### config.mk
export PLATFORM = sky130hd
export DESIGN_NAME = ext_obi_slave_demux
export DESIGN_NICKNAME = d
export VERILOG_FILES = /design/src/rtl/ext_obi_slave_demux.sv
export SDC_FILE = /design/constraint.sdc
export NUM_CORES = 1
export LEC_CHECK = 0
export ABC_AREA = 1
export BUFFER_PORTS_ARGS = -buffer_cell sky130_fd_sc_hd__buf_2
export CORE_AREA = 2 2 105 107
export CTS_BUF_LIST = sky130_fd_sc_hd__clkbuf_4 sky130_fd_sc_hd__clkbuf_8
export DETAILED_ROUTE_END_ITERATION = 10
export DIE_AREA = 0 0 107 109
export PLACE_DENSITY = 0.65
export SYNTH_ARGS = -nofsm -noshare
export SYNTH_HDL_FRONTEND = slang
export SYNTH_SLANG_ARGS = --single-unit
### constraint.sdc
create_clock -name clk_i -period 2.95 [get_ports clk_i]
set_input_delay 0 -clock clk_i [delete_from_list [all_inputs] [get_ports clk_i]]
set_output_delay 0 -clock clk_i [all_outputs]
set_load 0.01 [all_outputs]
### src/rtl/ext_obi_slave_demux.sv
// Purpose : 1-master to NSLAVE OBI demultiplexer. The master address is decoded against per-slave
//           windows, and unmapped accesses are answered by an internal error responder.
// Latency : request path (decode, s_req_o, m_gnt_o) and response path are combinational; the error
//           response arrives exactly 1 cycle after its grant.
// Backpr. : the grant is withheld while MAX_OUTSTANDING transactions are in flight, and also while a
//           different target still has responses outstanding, which keeps responses in order.
// Ports   : clk_i/rst_ni (async active-low); m_* = master OBI port; s_* = per-slave OBI ports, with
//           addr/we/be/wdata broadcast to every slave; outstanding_o = in-flight count;
//           decerr_cnt_o = saturating count of unmapped accesses; protocol_err_o = sticky flag for a
//           stray slave rvalid.
module ext_obi_slave_demux #(
  parameter int unsigned               NSLAVE          = 2,
  parameter logic [NSLAVE-1:0][31:0]   START_ADDR      = {32'h2010_0000, 32'h2000_0000},
  parameter logic [NSLAVE-1:0][31:0]   END_ADDR        = {32'h2020_0000, 32'h2010_0000},
  parameter int unsigned               MAX_OUTSTANDING = 4,
  parameter logic [31:0]               ERR_RDATA       = 32'hBADACCE5,
  localparam int unsigned              CW              = $clog2(MAX_OUTSTANDING + 1)
) (
  input  logic                        clk_i,
  input  logic                        rst_ni,
  // master side
  input  logic                        m_req_i,
  output logic                        m_gnt_o,
  input  logic [31:0]                 m_addr_i,
  input  logic                        m_we_i,
  input  logic [3:0]                  m_be_i,
  input  logic [31:0]                 m_wdata_i,
  output logic                        m_rvalid_o,
  output logic [31:0]                 m_rdata_o,
  output logic                        m_err_o,
  // slave side
  output logic [NSLAVE-1:0]           s_req_o,
  input  logic [NSLAVE-1:0]           s_gnt_i,
  output logic [31:0]                 s_addr_o,
  output logic                        s_we_o,
  output logic [3:0]                  s_be_o,
  output logic [31:0]                 s_wdata_o,
  input  logic [NSLAVE-1:0]           s_rvalid_i,
  input  logic [NSLAVE-1:0][31:0]     s_rdata_i,
  // status
  output logic [CW-1:0]               outstanding_o,
  output logic [15:0]                 decerr_cnt_o,
  output logic                        protocol_err_o
);

  // Target encoding: 0..NSLAVE-1 are slaves, NSLAVE is the internal error responder.
  localparam int unsigned   TW      = $clog2(NSLAVE + 1);
  localparam logic [TW-1:0] ERR_TGT = TW'(NSLAVE);
  localparam logic [CW-1:0] CNT_MAX = CW'(MAX_OUTSTANDING);

  logic [TW-1:0] tgt;
  logic          tgt_is_err;
  logic          tgt_gnt;
  logic          allow;
  logic          hs;

  logic [TW-1:0] cur_tgt_q, cur_tgt_d;
  logic [CW-1:0] cnt_q, cnt_d;
  logic          err_pend_q, err_pend_d;
  logic [15:0]   decerr_cnt_q, decerr_cnt_d;
  logic          protocol_err_q, protocol_err_d;

  logic          cur_is_err;
  logic          sel_rvalid;
  logic [31:0]   sel_rdata;
  logic          stray_rvalid;

  // Address decode: iterate downwards so that the lowest matching window wins.
  always_comb begin
    tgt = ERR_TGT;
    for (int i = int'(NSLAVE) - 1; i >= 0; i--) begin
      if (m_addr_i >= START_ADDR[i] && m_addr_i < END_ADDR[i]) begin
        tgt = TW'(i);
      end
    end
  end

  assign tgt_is_err = (tgt == ERR_TGT);

  // A new target may only be entered once everything in flight has drained.
  assign allow = (cnt_q < CNT_MAX) && ((cnt_q == '0) || (tgt == cur_tgt_q));

  // Request steering. The error responder grants any request immediately.
  always_comb begin
    tgt_gnt = m_req_i;
    s_req_o = '0;
    for (int i = 0; i < int'(NSLAVE); i++) begin
      if (tgt == TW'(i)) begin
        tgt_gnt    = s_gnt_i[i];
        s_req_o[i] = m_req_i && allow;
      end
    end
  end

  assign m_gnt_o = m_req_i && allow && tgt_gnt;
  assign hs      = m_req_i && m_gnt_o;

  assign s_addr_o  = m_addr_i;
  assign s_we_o    = m_we_i;
  assign s_be_o    = m_be_i;
  assign s_wdata_o = m_wdata_i;

  // Response selection by the registered target. Any rvalid from a slave that
  // is not the current target, or one arriving with nothing in flight, is stray.
  always_comb begin
    sel_rvalid   = 1'b0;
    sel_rdata    = '0;
    stray_rvalid = 1'b0;
    for (int i = 0; i < int'(NSLAVE); i++) begin
      if (cur_tgt_q == TW'(i)) begin
        sel_rvalid = s_rvalid_i[i];
        sel_rdata  = s_rdata_i[i];
      end else if (s_rvalid_i[i]) begin
        stray_rvalid = 1'b1;
      end
    end
    if ((cnt_q == '0) && (|s_rvalid_i)) begin
      stray_rvalid = 1'b1;
    end
  end

  assign cur_is_err = (cur_tgt_q == ERR_TGT);
  assign m_rvalid_o = cur_is_err ? err_pend_q : (sel_rvalid && (cnt_q != '0));
  assign m_err_o    = cur_is_err && err_pend_q;
  // Read data is forced to zero outside a response so the idle bus is quiet.
  assign m_rdata_o  = !m_rvalid_o ? 32'h0 : (cur_is_err ? ERR_RDATA : sel_rdata);

  always_comb begin
    cur_tgt_d      = hs ? tgt : cur_tgt_q;
    cnt_d          = cnt_q;
    err_pend_d     = err_pend_q;
    decerr_cnt_d   = decerr_cnt_q;
    protocol_err_d = protocol_err_q | stray_rvalid;

    case ({hs, m_rvalid_o})
      2'b10:   cnt_d = cnt_q + 1'b1;
      2'b01:   cnt_d = cnt_q - 1'b1;
      default: cnt_d = cnt_q;
    endcase

    // A new error grant takes priority over consuming the pending error response,
    // so back-to-back error accesses produce back-to-back responses.
    if (hs && tgt_is_err) begin
      err_pend_d = 1'b1;
    end else if (cur_is_err && m_rvalid_o) begin
      err_pend_d = 1'b0;
    end

    if (hs && tgt_is_err && (decerr_cnt_q != 16'hFFFF)) begin
      decerr_cnt_d = decerr_cnt_q + 16'd1;
    end
  end

  always_ff @(posedge clk_i or negedge rst_ni) begin
    if (!rst_ni) begin
      cur_tgt_q      <= '0;
      cnt_q          <= '0;
      err_pend_q     <= 1'b0;
      decerr_cnt_q   <= '0;
      protocol_err_q <= 1'b0;
    end else begin
      cur_tgt_q      <= cur_tgt_d;
      cnt_q          <= cnt_d;
      err_pend_q     <= err_pend_d;
      decerr_cnt_q   <= decerr_cnt_d;
      protocol_err_q <= protocol_err_d;
    end
  end

  assign outstanding_o  = cnt_q;
  assign decerr_cnt_o   = decerr_cnt_q;
  assign protocol_err_o = protocol_err_q;

endmodule

==> impl_metrics.csv, run 1 <==
group,metric,value,unit
placed_design,place_ws,0.719,ns
sta,finalSetupTns,0,ns
sta,finalHoldViolCount,0,
placed_design,dpl_cell_area,3020,um2
global_route,grt_use_total,16.0,%
setup_path,critPathKind,"flip-flop to flip-flop",
cells_and_area,register_area,576,um2
global_route,antenna_found_initial,1,
pwr,max-vdd-ir-drop,0.297,mV
logic_synthesis,ys_ff_latch,23,
detailed_routing,wire_per_inst,16.6,um
global_route,grt_pass1_wl,14400,um
cells_and_area,nFillCells,1173,
setup_path,end_kind,"flip-flop",
setup_path,start_kind,"flip-flop",
logic_synthesis,yosysSeqAreaShare,21.7,%
sta,fin_crit,2.24,ns
sta,finalSetupViolCount,0,
setup_path,crit_buf_inv,1,
sta,slew_viol_final,0,
detailed_routing,vias,2739,
clocking,cts_buffers,3,
setup_path,crit_fanout,16,
sta,setup_ws,0.713,ns
floorplan,die_h,109,um
cells_and_area,most-common-layout-cells,"151 x buf_2, 75 x nand2_1, 32 x nor2_1",
logic_synthesis,synth_nets,516,
sta,rsz0062_at_grt,"no",
setup_path,cp.required,3.12,ns
floorplan,initial_core_util,25.0,%
clocking,clk_latency,0.28,ns
floorplan,rows,38,
cells_and_area,diodes,0,
floorplan,ioPinCount,266,
cells_and_area,multiInputGateArea,1360,um2
outcome,status,"finished clean",
setup_path,worst-r2r-setup-slack,0.71,ns
clocking,cts_root_buffer,"clkbuf_8",
detailed_routing,drtAntennaViolNets,0,
setup_path,startpoint,"decerr_cnt_o[0]$_DFFE_PN0P_",
cells_and_area,layout-drive-gt1-share,40.0,%
clocking,h-tree-depth,1,
global_route,grt_pass1_vias,2641,
placed_design,gp_congestion,0.909,
sta,finClkSkew,0.0109,ns
detailed_routing,drc_errors,0,
job,cap_violations,0,
sta,max_freq,0.447,GHz
global_route,grt_max_degree,33,
cells_and_area,design_area,3090,um2
placed_design,port_buffers,151,
pwr,cellPowerDensity,724,nW/um2
pwr,leakage,0.00157,uW
logic_synthesis,synth_area_leaders,"dfrtp_1 22%, buf_4 20%, nand2_1 11%, nor2_1 4.7%, a221oi_1 4.6%",
logic_synthesis,synth_area,2650,um2
logic_synthesis,synthCells,373,
logic_synthesis,syn-mean-instance-area,7.11,um2
detailed_routing,wirelength,9820,um
setup_path,cp_cell_sequence,"ha_1 -> nand2_1 -> nor2_1 -> nand3_1 -> nor2_4 -> inv_1 -> nand3_1 -> nand2_1",
clocking,cts_tree,"done",
floorplan,dieArea,11700,um2
sta,fin_crit_sh,75.8,%
setup_path,cp_top_family,"simple AND/OR/NAND/NOR gates",
logic_synthesis,synth_top_cell_by_area,"dfrtp_1",
logic_synthesis,yosys_warnings,0,
setup_path,rr_startpoint,"decerr_cnt_o[0]$_DFFE_PN0P_",
cells_and_area,fin_nets,596,
clocking,cts_sinks,23,
global_route,grt_overflow,0,
clocking,cts.clk_slew.worst_paths,0.10,ns
sta,worstMarginPinSlew,0.558,ns
cells_and_area,layout_commonest_cell,"buf_2",
placed_design,dp_hpwl,8200,um
setup_path,arrival,2.41,ns
detailed_routing,drtIter0Drc,93,
detailed_routing,drtPass1Iterations,4,
setup_path,cp_slowest_cell,"dfrtp_1",
logic_synthesis,synthDominantCellAreaShare,21.7,%
detailed_routing,viasPerCell,4.63,
floorplan,coreArea,10600,um2
clocking,cts_setup_buffers,0,
worst_hold_path,hp-class,"primary input to output pin",
floorplan,chipWidth,107,um
sta,holdWs,0.00000283,ns
cells_and_area,area.growth.synth_to_final,16.6,%
worst_hold_path,worstHoldStart,"m_addr_i[1]",
logic_synthesis,yosysUniqueCellTypes,34,
setup_path,max_stage_delay,0.50,ns
sta,max_slew_margin,62.8,%
clocking,ctsLongestPathBuffers,2,
-- layer usage --
metal	track usage (%)	part of all wire, %	vias up
met5	0	0.13	-
met4	1.67	0.58	2
met3	4.60	8.2	16
met2	28.4	51	128
met1	20.0	40	1289
li1	-	-	1304
-- cell type report --
cell class / count / area share [%]
timing repair buffer: 158 / 26.4
sequential: 23 / 18.6
inverter: 33 / 4.05
tap: 140 / 5.66
clock inverter: 1 / 0.162
clock buffer: 3 / 1.33
multi-input combinational: 234 / 43.8
-- report_power, final --
part / total [uW] / internal (uW) / switching [uW]
clock network: 212 / 94.7 / 117
registers: 565 / 424 / 141
logic: 1460 / 552 / 910
total: 2240 / 1070 / 1170
-- cell usage after synthesis --
cell type,count
nand2_4,2
buf_1,1
nand3_1,18
a21oi_1,21
nor4_1,1
o21ai_0,11
dfrtp_1,23
nor3_2,1
nor2_8,1
ha_1,2
nor2_4,3
o21ai_2,1
nand4_4,1
nand4_1,2
nand2_2,1
nand2_1,75
buf_4,70
xor2_1,12
nand3_4,1
clkinv_1,1
xnor2_1,2
a221oi_1,14
o21bai_1,16
nor3_1,7
nand3_2,7
clkbuf_1,6
buf_6,1
buf_12,1
inv_1,31
nor2_1,33
clkinv_2,1
fa_1,1
nor3b_4,1
buf_2,4
-- state kept, by name (all words and copies together), names as in the netlist --
signal / count
protocol_err_o: 1
cur_tgt_q: 2
decerr_cnt_o: 16
outstanding_o: 3
err_pend_q: 1
-- worst paths after layout --
kind | to | cells after the start
max | decerr_cnt_o[4]$_DFFE_PN0P_ | 8
min | s_addr_o[1] | 0
max reg2reg | decerr_cnt_o[4]$_DFFE_PN0P_ | 8
min reg2reg | outstanding_o[0]$_DFFE_PN0P_ | 1
max in group asynchronous | cur_tgt_q[0]$_DFFE_PN0P_ | 2
min in group asynchronous | decerr_cnt_o[2]$_DFFE_PN0P_ | 2
-- per-stage QoR --
step	instances	utilization (%)	total power (uW)
global route	592	29.2	2420
detailed placement	585	28.5	2040
global placement	585	28.5	2010
floorplan	373	-	1510
finish	592	29.2	2240
CTS	592	29.2	2260
-- repair_timing --
action / CTS / global route
hold endpoints to repair: 24 / 0
hold buffers: 3 / 0
resized for setup: 0 / 0
-- kinds of logic after synthesis --
| group | count (synthesis) | synth area share, % |
|---|---|---|
| AOI/OAI and AO/OA | 63 | 15.5 |
| xor gates and xnor gates | 14 | 4.62 |
| buffers and inverters | 116 | 27.5 |
| and+or+nand+nor | 154 | 29.0 |
| adders and majority gates | 3 | 1.70 |
| DFF | 23 | 21.7 |
Note: power is estimated with default switching activity, not from simulation.
==> run 2, diff against run 1 <==
==> constraint.sdc (replaced) <==
create_clock -name clk_i -period 2.2 [get_ports clk_i]
set_input_delay 0 -clock clk_i [delete_from_list [all_inputs] [get_ports clk_i]]
set_output_delay 0 -clock clk_i [all_outputs]
set_load 0.01 [all_outputs]
==> run 2 against run 1 <==
- core utilization grew 0.68 points
- wire length shrank 4.4%
- setup slack lost 0.55 ns
- total power grew 35%
- first-iteration DRC count grew 75%
- critical path depth grew 5
- clock power grew 36%
- sequential share of layout area shrank 0.39 points
- die area is the same
- flip-flop and latch count is the same
- count of clock-buffer cells in the layout grew 1
- combinational power grew 34%
==> impl_metrics.csv, run 2 (synthesis gave the netlist of run 1 again) <==
group,metric,value,unit
setup_path,cp_slowest_cell,"dfrtp_2",
clocking,cts_sinks,23,
clocking,clk_latency,0.27,ns
detailed_routing,vias,2792,
sta,finalSetupTns,0,ns
global_route,grt_pass1_wl,14400,um
setup_path,cp.required,2.36,ns
job,cap_violations,0,
pwr,max-vdd-ir-drop,0.365,mV
worst_hold_path,hp-class,"primary input to output pin",
setup_path,arrival,2.19,ns
cells_and_area,fin_nets,602,
setup_path,critPathKind,"flip-flop to flip-flop",
cells_and_area,layout-drive-gt1-share,41.9,%
sta,fin_crit_sh,92.5,%
detailed_routing,met3_length,738,um
sta,max_slew_margin,63.2,%
cells_and_area,layout_commonest_cell,"buf_2",
global_route,grt_pass1_vias,2743,
global_route,antenna_found_initial,2,
setup_path,reg2reg_depth,13,
pwr,cellPowerDensity,954,nW/um2
floorplan,ioPinCount,266,
detailed_routing,dr.max_layer_used,"met4",
floorplan,initial_core_util,25.0,%
sta,finalSetupViolCount,0,
detailed_routing,drtPass1Iterations,4,
detailed_routing,wire_per_inst,15.6,um
setup_path,crit_buf_inv,3,
cells_and_area,most-common-layout-cells,"151 x buf_2, 75 x nand2_1, 32 x nor2_1",
sta,max_freq,0.492,GHz
sta,holdWs,0.00000282,ns
detailed_routing,viasPerCell,4.65,
floorplan,die_h,109,um
global_route,grt_max_degree,33,
detailed_routing,drc_errors,0,
sta,worstMarginPinSlew,0.552,ns
clocking,cts.clk_slew.worst_paths,0.09,ns
setup_path,cp_top_family,"adder cells",
cells_and_area,largest_reg_flops,16,
sta,rsz0062_at_grt,"yes",
floorplan,chipWidth,107,um
cells_and_area,post-route-util,29.9,%
setup_path,max_stage_delay,0.49,ns
placed_design,gp_congestion,0.949,
setup_path,crit_cells,13,
outcome,status,"finished clean",
detailed_routing,drtIter0Drc,163,
global_route,grt_use_total,15.7,%
worst_hold_path,min_delay_path_depth,0,
sta,finalHoldViolCount,0,
pwr,leakage,0.00161,uW
setup_path,start_kind,"flip-flop",
floorplan,coreArea,10600,um2
floorplan,dieArea,11700,um2
placed_design,dp_hpwl,7840,um
clocking,cts_root_buffer,"clkbuf_8",
clocking,cts_buffers,3,
sta,slew_viol_final,0,
cells_and_area,area.growth.synth_to_final,19.3,%
sta,finClkSkew,0.00426,ns
setup_path,cp_cell_sequence,"inv_4 -> nand2_2 -> nand2_1 -> clkinv_1 -> nand3_2 -> nand2_4 -> nand3_4 -> ha_1 -> inv_1 -> fa_1 -> a21oi_1 -> o21ai_1 -> xnor2_1",
clocking,cts_tree,"done",
setup_path,crit_fanout,7,
detailed_routing,met1_length,3870,um
detailed_routing,wirelength,9390,um
global_route,grt_overflow,0,
placed_design,port_buffers,151,
sta,fin_crit,2.03,ns
setup_path,end_kind,"flip-flop",
clocking,h-tree-depth,1,
clocking,ctsLongestPathBuffers,2,
detailed_routing,drtAntennaViolNets,0,
floorplan,rows,38,
detailed_routing,dr_wl_met2,4640,um
==> run 2: changes by cell type in the layout (fill, tap and decap cells not counted), sizes merged <==
cell,before,now
clkbuf,3,4
buf,155,161
clkinv,3,2
diode,0,2
==> run 2: report_power, final <==
group	switching, uW	leakage [uW]	internal, uW
Sequential	197	0.000285	571
Clock	147	0.0000262	142
Combinational	1180	0.00130	781
Total	1530	0.00161	1490
==> run 2: worst paths after layout <==
check | startpoint | end | slack [ns]
worst min-delay path | m_addr_i[7] | s_addr_o[7] | 0.000003
min in group asynchronous | rst_ni | decerr_cnt_o[9]$_DFFE_PN0P_ | 0.24
worst max-delay path | cur_tgt_q[1]$_DFFE_PN0P_ | outstanding_o[2]$_DFFE_PN0P_ | 0.17
worst min register to register | err_pend_q$_DFFE_PN0P_ | err_pend_q$_DFFE_PN0P_ | 0.57
max in group asynchronous | rst_ni | cur_tgt_q[1]$_DFFE_PN0P_ | 1.56
worst max register to register | cur_tgt_q[1]$_DFFE_PN0P_ | outstanding_o[2]$_DFFE_PN0P_ | 0.17
==> run 2: layout make-up <==
cell class,instances,area [um2]
Antenna cell,2,5.00
Timing Repair Buffer,164,861
Fill cell,1158,7440
Multi-Input combinational cell,234,1370
Inverter,33,128
Tap cell,140,175
Clock buffer,4,48.8
Sequential cell,23,577
==> run 2: worst reg2reg max path: stages (launching register included) <==
cell,delay (ns)
dfrtp_2,0.49
inv_4,0.10
nand2_2,0.05
nand2_1,0.06
clkinv_1,0.07
nand3_2,0.07
nand2_4,0.07
nand3_4,0.07
ha_1,0.14
inv_1,0.07
fa_1,0.38
a21oi_1,0.15
o21ai_1,0.09
xnor2_1,0.12
==> run 2: repair_timing <==
item,4_1_cts,5_1_grt
hold buffers,3,0
setup endpoints to repair,0,2
gates resized for setup,0,6
buffers inserted,0,1
hold endpoints to repair,24,0
==> run 2: routing by layer <==
metal	vias to the layer above	global-route usage [%]
li1	1324	-
met1	1329	19.6
met2	121	27.6
met3	18	3.47
met4	0	4.17
met5	-	0
==> run 2: metrics by stage <==
| step | setup WS (ns) | std cells | area (um2) | total power [uW] |
|---|---|---|---|---|
| 2_1_floorplan | -0.0335 | 373 | 2660 | 2040 |
| 3_3_place_gp | 0.101 | 590 | 3060 | 2660 |
| 3_5_place_dp | 0.0698 | 590 | 3060 | 2710 |
| 4_1_cts | 0.0680 | 597 | 3140 | 3010 |
| 5_1_grt | -0.0112 | 600 | 3170 | 3310 |
| 6_report | 0.166 | 600 | 3170 | 3020 |
